### config.mk
export PLATFORM = sky130hd
export DESIGN_NAME = crop_config_sched
export DESIGN_NICKNAME = d
export VERILOG_FILES = /design/src/rtl/crop_config_sched.sv
export SDC_FILE = /design/constraint.sdc
export NUM_CORES = 1
export LEC_CHECK = 0
export BUFFER_PORTS_ARGS = -buffer_cell sky130_fd_sc_hd__buf_2
export CAP_MARGIN = 20
export CORE_MARGIN = 8
export CORE_UTILIZATION = 30
export CTS_BUF_LIST = sky130_fd_sc_hd__clkbuf_4
export DETAILED_ROUTE_END_ITERATION = 8
export PLACE_DENSITY = 0.59
export SKIP_CTS_REPAIR_TIMING = 1
export SYNTH_ARGS = -nofsm -noshare
export SYNTH_HDL_FRONTEND = slang
export SYNTH_SLANG_ARGS = --single-unit
### constraint.sdc
create_clock -name CLK -period 6.1 [get_ports CLK]
set_input_delay 0.61 -clock CLK [delete_from_list [all_inputs] [get_ports CLK]]
set_output_delay 0.61 -clock CLK [all_outputs]
set_load 0.05 [all_outputs]
### src/rtl/crop_config_sched.sv
// Crop window scheduler. CFG_* writes are held in a shadow register and
// committed only in vertical blanking. The active frame size is measured
// from DE/VSYNC. Define CROP_CLAMP_EN to clamp out-of-frame windows
// instead of rejecting them.
module crop_config_sched (
  input  logic        CLK,
  input  logic        RST_N,
  input  logic        DE_IN,
  input  logic        VSYNC_POS_IN,
  input  logic        HSYNC_POS_IN,
  input  logic        CFG_VALID,
  output logic        CFG_READY,
  input  logic        CFG_EN,
  input  logic [15:0] CFG_START_X,
  input  logic [15:0] CFG_START_Y,
  input  logic [15:0] CFG_WIDTH,
  input  logic [15:0] CFG_HEIGHT,
  output logic        CROP_EN,
  output logic [15:0] CROP_START_X,
  output logic [15:0] CROP_START_Y,
  output logic [15:0] CROP_WIDTH,
  output logic [15:0] CROP_HEIGHT,
  output logic [15:0] FRAME_WIDTH,
  output logic [15:0] FRAME_HEIGHT,
  output logic        MEAS_VALID,
  output logic        PENDING,
  output logic        CFG_ERR
);

  typedef enum logic [1:0] {IDLE = 2'd0, PEND = 2'd1, COMMIT = 2'd2} state_t;

  typedef struct packed {
    logic        en;
    logic [15:0] start_x;
    logic [15:0] start_y;
    logic [15:0] width;
    logic [15:0] height;
  } win_t;

  state_t      state_q, state_nxt;
  win_t        shadow_q, crop_q, commit_win;
  logic        vs_prev, de_prev;
  logic        vs_fall, vs_rise, de_fall, de_rise;
  logic        cfg_fire, ready_q, err_q, meas_q;
  logic        win_ok, commit_load, pending_c;
  logic [15:0] pix_cnt, line_cnt, frame_w_q, frame_h_q;
  logic [16:0] end_x, end_y;
  logic        unused_hsync;

  // HSYNC is monitored only; line boundaries are taken from DE.
  assign unused_hsync = HSYNC_POS_IN;

  assign vs_fall  = ~VSYNC_POS_IN & vs_prev;
  assign vs_rise  =  VSYNC_POS_IN & ~vs_prev;
  assign de_fall  = ~DE_IN & de_prev;
  assign de_rise  =  DE_IN & ~de_prev;
  assign cfg_fire = CFG_VALID & ready_q;

`ifdef CROP_CLAMP_EN
  // Returns {clamped_start, clamped_size} for one axis.
  function automatic logic [31:0] clamp_axis(input logic [15:0] start,
                                             input logic [15:0] size,
                                             input logic [15:0] frame);
    logic [15:0] s;
    logic [16:0] e;
    s = (start >= frame) ? ((frame == 16'd0) ? 16'd0 : frame - 16'd1) : start;
    e = {1'b0, s} + {1'b0, size};
    return {s, (e > {1'b0, frame}) ? frame - s : size};
  endfunction
`endif

  always_ff @(posedge CLK) begin
    // NOTE: synchronous reset; state and ready use non-blocking assignment so every reader sees the pre-edge value.
    if (!RST_N) begin
      state_q <= IDLE;
      ready_q <= 1'b0;
    end else begin
      state_q <= state_nxt;
      ready_q <= (state_nxt != COMMIT);
    end
  end

  always_comb begin
    // NOTE: default first so no path leaves state_nxt unassigned (no latch).
    state_nxt = state_q;
    case (state_q)
      IDLE:    if (cfg_fire) state_nxt = vs_fall ? COMMIT : PEND;
      PEND:    if (vs_fall)  state_nxt = COMMIT;
      COMMIT:  state_nxt = IDLE;
      default: state_nxt = IDLE;
    endcase
  end

  always_comb begin
    pending_c  = (state_q == PEND) || (state_q == COMMIT);
    // 17-bit sums so a start near 65535 cannot wrap into range.
    end_x      = {1'b0, shadow_q.start_x} + {1'b0, shadow_q.width};
    end_y      = {1'b0, shadow_q.start_y} + {1'b0, shadow_q.height};
    win_ok     = ~shadow_q.en | ~meas_q |
                 ((end_x <= {1'b0, frame_w_q}) & (end_y <= {1'b0, frame_h_q}));
    commit_win = shadow_q;
`ifdef CROP_CLAMP_EN
    commit_load = 1'b1;
    if (!win_ok) begin
      {commit_win.start_x, commit_win.width}  =
        clamp_axis(shadow_q.start_x, shadow_q.width, frame_w_q);
      {commit_win.start_y, commit_win.height} =
        clamp_axis(shadow_q.start_y, shadow_q.height, frame_h_q);
    end
`else
    commit_load = win_ok;
`endif
  end

  always_ff @(posedge CLK) begin
    if (!RST_N) begin
      vs_prev   <= 1'b0;
      de_prev   <= 1'b0;
      pix_cnt   <= '0;
      line_cnt  <= '0;
      frame_w_q <= '0;
      frame_h_q <= '0;
      meas_q    <= 1'b0;
      shadow_q  <= '0;
      crop_q    <= '0;
      err_q     <= 1'b0;
    end else begin
      vs_prev <= VSYNC_POS_IN;
      de_prev <= DE_IN;

      if (de_fall) begin
        frame_w_q <= pix_cnt;
        pix_cnt   <= '0;
      end else if (DE_IN) begin
        pix_cnt <= pix_cnt + 16'd1;
      end

      // A line starting on the vs_rise cycle belongs to the new frame.
      if (vs_rise) begin
        frame_h_q <= line_cnt;
        line_cnt  <= de_rise ? 16'd1 : 16'd0;
        if (line_cnt != 16'd0) meas_q <= 1'b1;
      end else if (de_rise) begin
        line_cnt <= line_cnt + 16'd1;
      end

      if (cfg_fire)
        shadow_q <= '{en: CFG_EN, start_x: CFG_START_X, start_y: CFG_START_Y,
                      width: CFG_WIDTH, height: CFG_HEIGHT};

      err_q <= 1'b0;
      if (state_q == COMMIT) begin
        if (commit_load) crop_q <= commit_win;
        err_q <= ~win_ok;
      end
    end
  end

  assign CFG_READY    = ready_q;
  assign CROP_EN      = crop_q.en;
  assign CROP_START_X = crop_q.start_x;
  assign CROP_START_Y = crop_q.start_y;
  assign CROP_WIDTH   = crop_q.width;
  assign CROP_HEIGHT  = crop_q.height;
  assign FRAME_WIDTH  = frame_w_q;
  assign FRAME_HEIGHT = frame_h_q;
  assign MEAS_VALID   = meas_q;
  assign PENDING      = pending_c;
  assign CFG_ERR      = err_q;

endmodule

==> metrics.md, run 1 <==
| Metric | Value |
|---|---|
| Total grt overflow | 0 |
| Synthesized Nets | 1349 |
| Largest net degree at the start of global routing | 89 |
| Setup TNS | 0 ps |
| Layout cells sized above 1 | 0.193 |
| GP Congestion | 0.792 |
| PortBufs | 170 |
| Startpoint types | register |
| Cell taking the most area after synthesis | dfxtp_1 |
| Setup crit end kind | register |
| Hpwl dp | 20400 um |
| Most common cell in the synthesized netlist | nand2_1 |
| Final nets | 1523 |
| Yosys synthesis warning count | 0 |
| Power density cells | 251 mW/mm^2 |
| Top cells by area, synth | dfxtp_1 (41%), nand2_1 (13%), ha_1 (8.9%), mux2i_1 (6.6%), a21oi_1 (6.5%) |
| RSZ-0062 raised after global routing | false |
| Status | finished, final reports clean |
| Fmax | 200 MHz |
| Die Ht | 197 um |
| Post-Syn Area | 0.00981 mm^2 |
| Clock Skews | 43.5 ps |
| Final setup vio count | 0 |
| Core area | 0.0324 mm^2 |
| Relative slew margins | 0.387 |
| Post-DRT Antenna Nets | 0 |
| MaxCap Viol Count | 0 |
| DRT Pass-1 Iters | 4 |
| FF-to-FF path depth | 21 |
| Die width | 197 um |
| Row cnt | 66 |
| Worst VDD drop | 0.123 mV |
| Total wire length | 28000 um |
| Final hold viol count | 0 |
| Number of global-route vias before repair | 8485 |
| CTS sink cnt | 201 |
| Worst Max-Slew Pin Slew | 920 ps |
| H-tree depth | 2 |
| Number of synthesized flops with an enable pin | 0 |
| Final Total Pwr | 0.00294 W |
| Die Area | 0.0387 mm^2 |
| CP Data Arrival Time | 5560 ps |
| Area Growth Syn to Fin | 19.2% |
| Period Utilization, post-route | 0.819 |
| Hold depth | 3 |
| Post-Syn Instances | 1206 |
| Area share of the largest cell type after synthesis | 0.410 |
| Clock buffer count from CTS | 54 |
| CP required | 6660 ps |
| Avg Vias per Cell | 4.58 |
| Via Count | 8537 |
| CTS root buf | clkbuf_4 |
| First-pass GRT wire length | 44700 um |
| Worst-skew pair later-pin latency | 670 ps |
| Initial antenna violation count | 2 |
| DR iter-0 viols | 462 |
| Synth cell types | 49 |
| WS Path Type | register to register |
| Reg area | 0.00402 mm^2 |
| Tot GR Track Use | 0.141 |
| Pleak | 4.80 nW |
| Initial core utilization | 0.303 |
| Hold crit path type | input port to register |
| Fill cell count | 3435 |
| Syn_area_per_cell | 8.13 um^2 |
| I/O Pins | 172 |
| Seq/Total Area, Yosys | 0.410 |
| Residual DRC count | 0 |
| Post-synth top cells | nand2_1 (350), dfxtp_1 (201), a21oi_1 (128) |
| CP Max Fanout | 22 |
| Reg clk slew, reported paths | 60 ps |
| Area of the multi-input gates | 0.00526 mm^2 |
| Top FF cell, synth | dfxtp_1 |
| FFs w/ async S/R, synth | 0 |
| Yosys reg bits | 201 |
| Pins over their slew limit | 0 |
| CTS tree | built |
| Wire per inst | 15.1 um |
| Min cycle time layout | 5000 ps |
| Worst-case clock buffer depth | 3 |
==> cell usage in the layout, fill, tap and decap left out, types with 10 or more instances in the layout <==
cell      netlist  final
nand3_1        20     20
nor3_1         15     15
nor2_1         64     64
a21oi_1       128    128
ha_1           70     70
xor2_1         26     26
mux2i_1        65     65
o21ai_0        22     22
xnor2_1        24     24
nand4_1        14     14
nor2b_1        10     10
dfxtp_1       201    201
inv_1          52     51
nand2_1       350    349
clkbuf_4        0     84
buf_2           0    169
==> sequential cells by signal, summed over array words and instances (netlist names) <==
name	cells
CROP_START_Y	16
FRAME_WIDTH	16
MEAS_VALID	1
CROP_START_X	16
CROP_EN	1
CROP_HEIGHT	16
CROP_WIDTH	16
CFG_ERR	1
CFG_READY	1
vs_prev	1
pix_cnt	16
state_q	2
commit_win	65
FRAME_HEIGHT	16
line_cnt	16
de_prev	1
==> area by class of cell <==
| cell class | instances | area share |
|---|---|---|
| Antenna cell | 3 | 0.000642 |
| Multi-Input combinational cell | 893 | 0.450 |
| Sequential cell | 201 | 0.344 |
| Tap cell | 442 | 0.0473 |
| Timing Repair Buffer | 178 | 0.0792 |
| Clock inverter | 9 | 0.00749 |
| Clock buffer | 84 | 0.0539 |
| Inverter | 52 | 0.0168 |
==> per-stage QoR <==
stage	setup slack, ps	cells	hold WS, ps	utilization	cell area [um^2]
finish	1100	1862	186	0.361	11700
global route	635	1861	118	0.361	11700
CTS	1020	1858	105	0.361	11700
detailed placement	1060	1765	444	0.338	11000
global placement	1180	1765	438	0.338	11000
floorplan	2080	1206	444	-	9810
==> metal layers <==
metal,up-vias,track usage,share of wire
met1,3917,0.176,0.46
met5,-,0,0
met3,42,0.0472,0.071
met2,171,0.222,0.44
li1,4407,-,-
met4,0,0.0560,0.024
==> where the power goes <==
part | internal [W] | switching [W] | leakage (nW)
registers | 0.00134 | 0.0000266 | 1.63
clock network | 0.000702 | 0.000547 | 0.428
logic | 0.000122 | 0.000201 | 2.74
total | 0.00216 | 0.000774 | 4.80
==> worst paths after layout <==
check | startpoint | to | slack [ps]
setup / recovery | commit_win[0]$_SDFFE_PN0P_ | CROP_WIDTH[5]$_SDFFE_PN0P_ | 1100
hold / removal | CFG_START_X[6] | commit_win[54]$_SDFFE_PN0P_ | 190
setup reg to reg | commit_win[0]$_SDFFE_PN0P_ | CROP_WIDTH[5]$_SDFFE_PN0P_ | 1100
hold reg to reg | CROP_HEIGHT[9]$_SDFFE_PN0P_ | CROP_HEIGHT[9]$_SDFFE_PN0P_ | 450
==> cell families (layout without fill, tap and decap cells) <==
| logic type | after synthesis | in the layout | synth area share |
|---|---|---|---|
| buffers and inverters | 112 | 323 | 0.0532 |
| muxes | 65 | 65 | 0.0664 |
| adders and majority gates | 72 | 72 | 0.0934 |
| and+or+nand+nor | 505 | 505 | 0.212 |
| AOI/OAI and AO/OA | 201 | 201 | 0.120 |
| DFF | 201 | 201 | 0.410 |
| other | 0 | 3 | 0 |
| xor gates and xnor gates | 50 | 50 | 0.0447 |
==> critical path, stage by stage, from the launching register on <==
cell and delay, ps:
dfxtp_1 360, ha_1 210, inv_1 70, fa_1 420
nor2b_1 210, o2111ai_2 150, nand4_1 130, a41oi_1 180
o21ai_0 280, nor4_1 80, nor3_1 220, xor2_1 120
ha_1 310, nand2_1 70, nor3_1 230, o2bb2ai_1 150
a31oi_1 70, a311oi_1 470, o311ai_2 270, a31oi_4 270
buf_4 400, mux2i_1 240
Power figures use the tool's default switching activity.
==> run 2, diff against run 1 <==
- ABC_AREA: not set -> 1
- clock period: 6.1 -> 5 ns (I/O delays scaled with it)
==> metrics.md, run 2 <==
| Metric | Value |
|---|---|
| Status | finished, final reports clean |
| CP Max Fanout | 55 |
| Die Ht | 200 um |
| Seq/Total Area, Yosys | 0.396 |
| FFs w/ async S/R, synth | 0 |
| Startpoint types | register |
| Most frequent cells in the layout | a21oi_1 (214), dfxtp_1 (201), inv_1 (183) |
| Power density cells | 351 mW/mm^2 |
| Setup crit end kind | register |
| Die Area | 0.0400 mm^2 |
| Worst Max-Slew Pin Slew | 992 ps |
| Pleak | 5.54 nW |
| Worst VDD drop | 0.156 mV |
| Layout cells sized above 1 | 0.207 |
| Fill cell count | 3545 |
| PortBufs | 170 |
| Area Growth Syn to Fin | 20.1% |
| Global Route met1 Usage | 0.176 |
| Clock buffer count from CTS | 60 |
| CTS sink cnt | 201 |
| Initial core utilization | 0.304 |
| Grt met3 use | 0.0392 |
| Hold slack | 32.6 ps |
| MaxCap Viol Count | 0 |
| Hold crit path type | input port to register |
| Met2 GRT Util | 0.251 |
| Yosys reg bits | 201 |
| Via Count | 9367 |
| Setup TNS | 0 ps |
| Relative slew margins | 0.338 |
| Commonest non-fill, non-tap cell in the layout | a21oi_1 |
| DR iter-0 viols | 427 |
| CTS root buf | clkbuf_4 |
| Core area | 0.0334 mm^2 |
| Most Crowded Layer GR | met2 |
| Most common cell in the synthesized netlist | a21oi_1 |
| Final nets | 1676 |
| WS Path Type | register to register |
| Cell taking the most area after synthesis | dfxtp_1 |
| Pins over their slew limit | 0 |
| RSZ-0062 raised after global routing | false |
| Synth cell types | 46 |
| Post-synth top cells | a21oi_1 (214), dfxtp_1 (201), inv_1 (183) |
| First-pass GRT wire length | 47200 um |
| Clock Skews | 56.1 ps |
| Final hold viol count | 0 |
| Post-Syn Area | 0.0102 mm^2 |
| Wire per inst | 14.7 um |
| Number of global-route vias before repair | 9109 |
| CP Data Arrival Time | 4830 ps |
| Worst-skew pair later-pin latency | 760 ps |
| Largest net degree at the start of global routing | 99 |
| Synthesized Nets | 1493 |
| Die width | 200 um |
| Final setup vio count | 0 |
| Post-Syn Instances | 1350 |
| CP required | 5610 ps |
| Row cnt | 67 |
| Syn_area_per_cell | 7.53 um^2 |
| Initial antenna violation count | 1 |
| Post-DRT Antenna Nets | 0 |
| Top cells by area, synth | dfxtp_1 (40%), a21oi_1 (11%), ha_1 (8.6%), inv_1 (6.8%), nand2_1 (6.6%) |
| Total grt overflow | 0 |
| Hpwl dp | 21600 um |
| GP Congestion | 0.833 |
| Min cycle time layout | 4220 ps |
| Total wire length | 29800 um |
| Flop2flop setup slack | 780 ps |
| Max reg flops | 65 |
| # placed instances | 1907 |
| Residual DRC count | 0 |
| DRT Pass-1 Iters | 5 |
| Reg clk slew, reported paths | 60 ps |
| I/O Pins | 172 |
| CTS tree | built |
| Period Utilization, post-route | 0.844 |
| Fmax | 237 MHz |
| Worst-case clock buffer depth | 3 |
| Tot GR Track Use | 0.147 |
| Area share of the largest cell type after synthesis | 0.396 |
| H-tree depth | 2 |
| Non-filler cells, final | 2030 |
| Avg Vias per Cell | 4.61 |
| Top FF cell, synth | dfxtp_1 |
| Number of synthesized flops with an enable pin | 0 |
| Yosys synthesis warning count | 0 |
[run 2: cell types whose count changed after synthesis, sizes merged, moves of 16 or more]
cell   change
nor2      +45
xnor2     -16
o21ai    +103
nand3     +70
inv      +133
mux2i     -65
a21oi     +98
nand2    -168
[run 2: cells by family after synthesis]
logic type	after synthesis	share of synthesized area
compound gates	368	0.191
xor+xnor	28	0.0241
fa+ha+maj	72	0.0901
buf+inv	254	0.103
flops	201	0.396
simple gates	427	0.195
[run 2: area by class of cell]
| type | count | area, um^2 | area share |
|---|---|---|---|
| timing repair buffer | 189 | 1050 | 0.0862 |
| antenna | 2 | 5.00 | 0.000410 |
| inverter | 186 | 698 | 0.0572 |
| clock inverter | 21 | 85.1 | 0.00697 |
| clock buffer | 88 | 661 | 0.0542 |
| multi-input combinational | 895 | 5110 | 0.419 |
| sequential | 201 | 4020 | 0.330 |
| tap | 448 | 561 | 0.0459 |
[run 2: worst max-delay path, stage by stage (launching register included)]
cell and delay [ps]:
dfxtp_1 370, ha_1 180, inv_1 50, fa_1 400, nand3b_1 190, nand2_2 120
a21oi_4 70, o21ai_2 200, a21oi_1 130, o21ai_0 290, xor2_1 230, ha_1 290
a21oi_1 150, o21a_1 130, nand2_1 50, nand2_1 50, nand2_1 50, nand2_1 50
nand2_1 40, nand2_1 80, nand3_2 100, nand2_4 260, buf_12 310, nand3_1 110
nand2_1 90, nor2_1 50
[run 2: power by group]
group          total (W)  internal (W)  switching, W
Clock            0.00156      0.000805      0.000758
Combinational   0.000955      0.000321      0.000634
Sequential       0.00177       0.00170     0.0000674
Total            0.00428       0.00283       0.00146
[run 2: per-stage QoR]
stage          cell area, um^2   util  power [W]  setup WS, ps
4_1_cts                  12100  0.361    0.00436           744
2_1_floorplan            10200      -    0.00251          1550
3_3_place_gp             11300  0.339    0.00275           792
5_1_grt                  12200  0.365    0.00458           432
6_report                 12200  0.365    0.00428           781
3_5_place_dp             11300  0.339    0.00276           777
[run 2: layer usage]
layer  share of wire  routed length (um)
met5               0                   0
met2            0.48               14400
met1            0.43               12900
met3           0.063                1880
met4           0.022                 644
[run 2: worst paths after layout]
kind | startpoint | end | cells after the start
max reg2reg | commit_win[48]$_SDFFE_PN0P_ | CROP_START_Y[2]$_SDFFE_PN0P_ | 25
max | commit_win[48]$_SDFFE_PN0P_ | CROP_START_Y[2]$_SDFFE_PN0P_ | 25
min | CFG_START_X[15] | commit_win[63]$_SDFFE_PN0P_ | 3
min reg2reg | de_prev$_SDFF_PN0_ | FRAME_WIDTH[0]$_SDFFE_PN0P_ | 1
==> run 3, diff against run 2 <==
- clock period: 5 -> 4.4 ns (I/O delays scaled with it)
==> metrics.md, run 3 (same netlist as run 2, synthesis figures left out) <==
| Metric | Value |
|---|---|
| Total wire length | 30100 um |
| Row cnt | 67 |
| Seq pwr share | 0.412 |
| CP top delay family | simple AND/OR/NAND/NOR gates |
| Final instance area | 0.0124 mm^2 |
| Worst-skew pair later-pin latency | 710 ps |
| Tot GR Track Use | 0.144 |
| Final Total Pwr | 0.00487 W |
| Setup TNS | 0 ps |
| Area Growth Syn to Fin | 21.7% |
| Final nets | 1689 |
| Die Area | 0.0400 mm^2 |
| Fmax | 248 MHz |
| PortBufs | 170 |
| Period Utilization, post-route | 0.917 |
| Commonest non-fill, non-tap cell in the layout | a21oi_1 |
| Worst-case clock buffer depth | 3 |
| Pins over their slew limit | 0 |
| # placed instances | 1911 |
| Startpoint types | register |
| Setup crit end kind | register |
| MaxCap Viol Count | 0 |
| Pleak | 5.61 nW |
| Worst path most repeated cell | nand2_1 |
| Status | finished, final reports clean |
| GP Congestion | 0.850 |
| Initial core utilization | 0.304 |
| Core area | 0.0334 mm^2 |
| Via Count | 9441 |
| Final hold viol count | 0 |
| Clock Skews | 63.0 ps |
| First-pass GRT wire length | 46400 um |
| CTS sink cnt | 201 |
| Layout cells sized above 1 | 0.207 |
| Largest net degree at the start of global routing | 89 |
| Power density cells | 394 mW/mm^2 |
| DRT Pass-1 Iters | 5 |
| Clk network pwr share | 0.361 |
| Wire per inst | 14.7 um |
| Max reg flops | 65 |
| Flop2flop setup slack | 370 ps |
| CTS tree | built |
| Min cycle time layout | 4030 ps |
| Switching power of the nets | 0.00163 W |
| Non-filler cells, final | 2039 |
| Comb power frac | 0.227 |
| Residual DRC count | 0 |
| Dpl cell area | 0.0114 mm^2 |
| Worst VDD drop | 0.180 mV |
| I/O Pins | 172 |
| Relative slew margins | 0.349 |
| Most frequent cells in the layout | a21oi_1 (214), dfxtp_1 (201), inv_1 (183) |
| Post-DRT Antenna Nets | 0 |
| Die Ht | 200 um |
| Hold crit path type | input port to register |
| Total grt overflow | 0 |
| DR iter-0 viols | 474 |
| Worst Max-Slew Pin Slew | 976 ps |
| WS Path Type | register to register |
| Reg clk slew, reported paths | 70 ps |
| CTS root buf | clkbuf_4 |
| CP Max Fanout | 42 |
| Internal power | 0.00324 W |
| H-tree depth | 2 |
| Avg Vias per Cell | 4.63 |
| Crit-path slowest cell | fa_1 |
| Switching share of power | 0.335 |
| Final setup vio count | 0 |
| Clock buffer count from CTS | 58 |
| CP max stage delay | 400 ps |
| Hpwl dp | 21800 um |
| Number of global-route vias before repair | 8973 |
| Initial antenna violation count | 1 |
| CP Data Arrival Time | 4590 ps |
| CP required | 4960 ps |
| RSZ-0062 raised after global routing | true |
| Bufs and invs on worst path | 2 |
| Die width | 200 um |
-- run 3: changes by cell type in the layout (fill, tap and decap cells not counted), moves of 2 or more --
cell	change
inv_2	+2
clkbuf_4	-4
clkinv_1	-3
dlygate4sd3_1	+10
buf_4	+3
-- run 3: tightest hold or removal path, cell delays in order --
cell	delay (ps)
buf_2	70
o21ai_0	70
nor2_1	80
-- run 3: per-stage QoR --
stage / utilization / hold WS (ps) / setup WS, ps
after floorplan: - / 406 / 954
after global placement: 0.340 / 422 / 367
after detailed placement: 0.340 / 422 / 297
after CTS: 0.362 / -85.9 / 260
after global routing: 0.370 / 0.0347 / -11.8
final: 0.370 / 28.5 / 365
-- run 3: layer usage --
layer	GRT usage	vias to the layer above	share of wire
met3	0.0355	47	0.060
met5	0	-	0
li1	-	4871	-
met4	0.0485	0	0.021
met2	0.245	205	0.48
met1	0.176	4318	0.44
-- run 3: final cells by class --
| cell class | count | area [um^2] |
|---|---|---|
| clock inverter | 20 | 106 |
| inverter | 186 | 698 |
| antenna | 1 | 2.50 |
| sequential | 201 | 4020 |
| fill | 3566 | 21100 |
| clock buffer | 84 | 631 |
| multi-input combinational | 895 | 5120 |
| timing repair buffer | 204 | 1220 |
| tap | 448 | 561 |
-- run 3: power by group through the flow --
| stage | logic [W] | registers [W] | clock network, W |
|---|---|---|---|
| floorplan | 0.000671 | 0.00218 | 0 |
| detailed placement | 0.00110 | 0.00205 | 0 |
| finish | 0.00111 | 0.00201 | 0.00176 |
| global placement | 0.00108 | 0.00205 | 0 |
| CTS | 0.00110 | 0.00201 | 0.00184 |
| global route | 0.00125 | 0.00202 | 0.00193 |
-- run 3: worst paths after layout --
| kind | from | end | cells after the start |
|---|---|---|---|
| worst max register to register | commit_win[48]$_SDFFE_PN0P_ | CROP_START_Y[12]$_SDFFE_PN0P_ | 25 |
| worst min register to register | de_prev$_SDFF_PN0_ | FRAME_WIDTH[0]$_SDFFE_PN0P_ | 1 |
| worst min-delay path | CFG_EN | commit_win[64]$_SDFFE_PN0P_ | 3 |
| worst max-delay path | commit_win[48]$_SDFFE_PN0P_ | CROP_START_Y[12]$_SDFFE_PN0P_ | 25 |
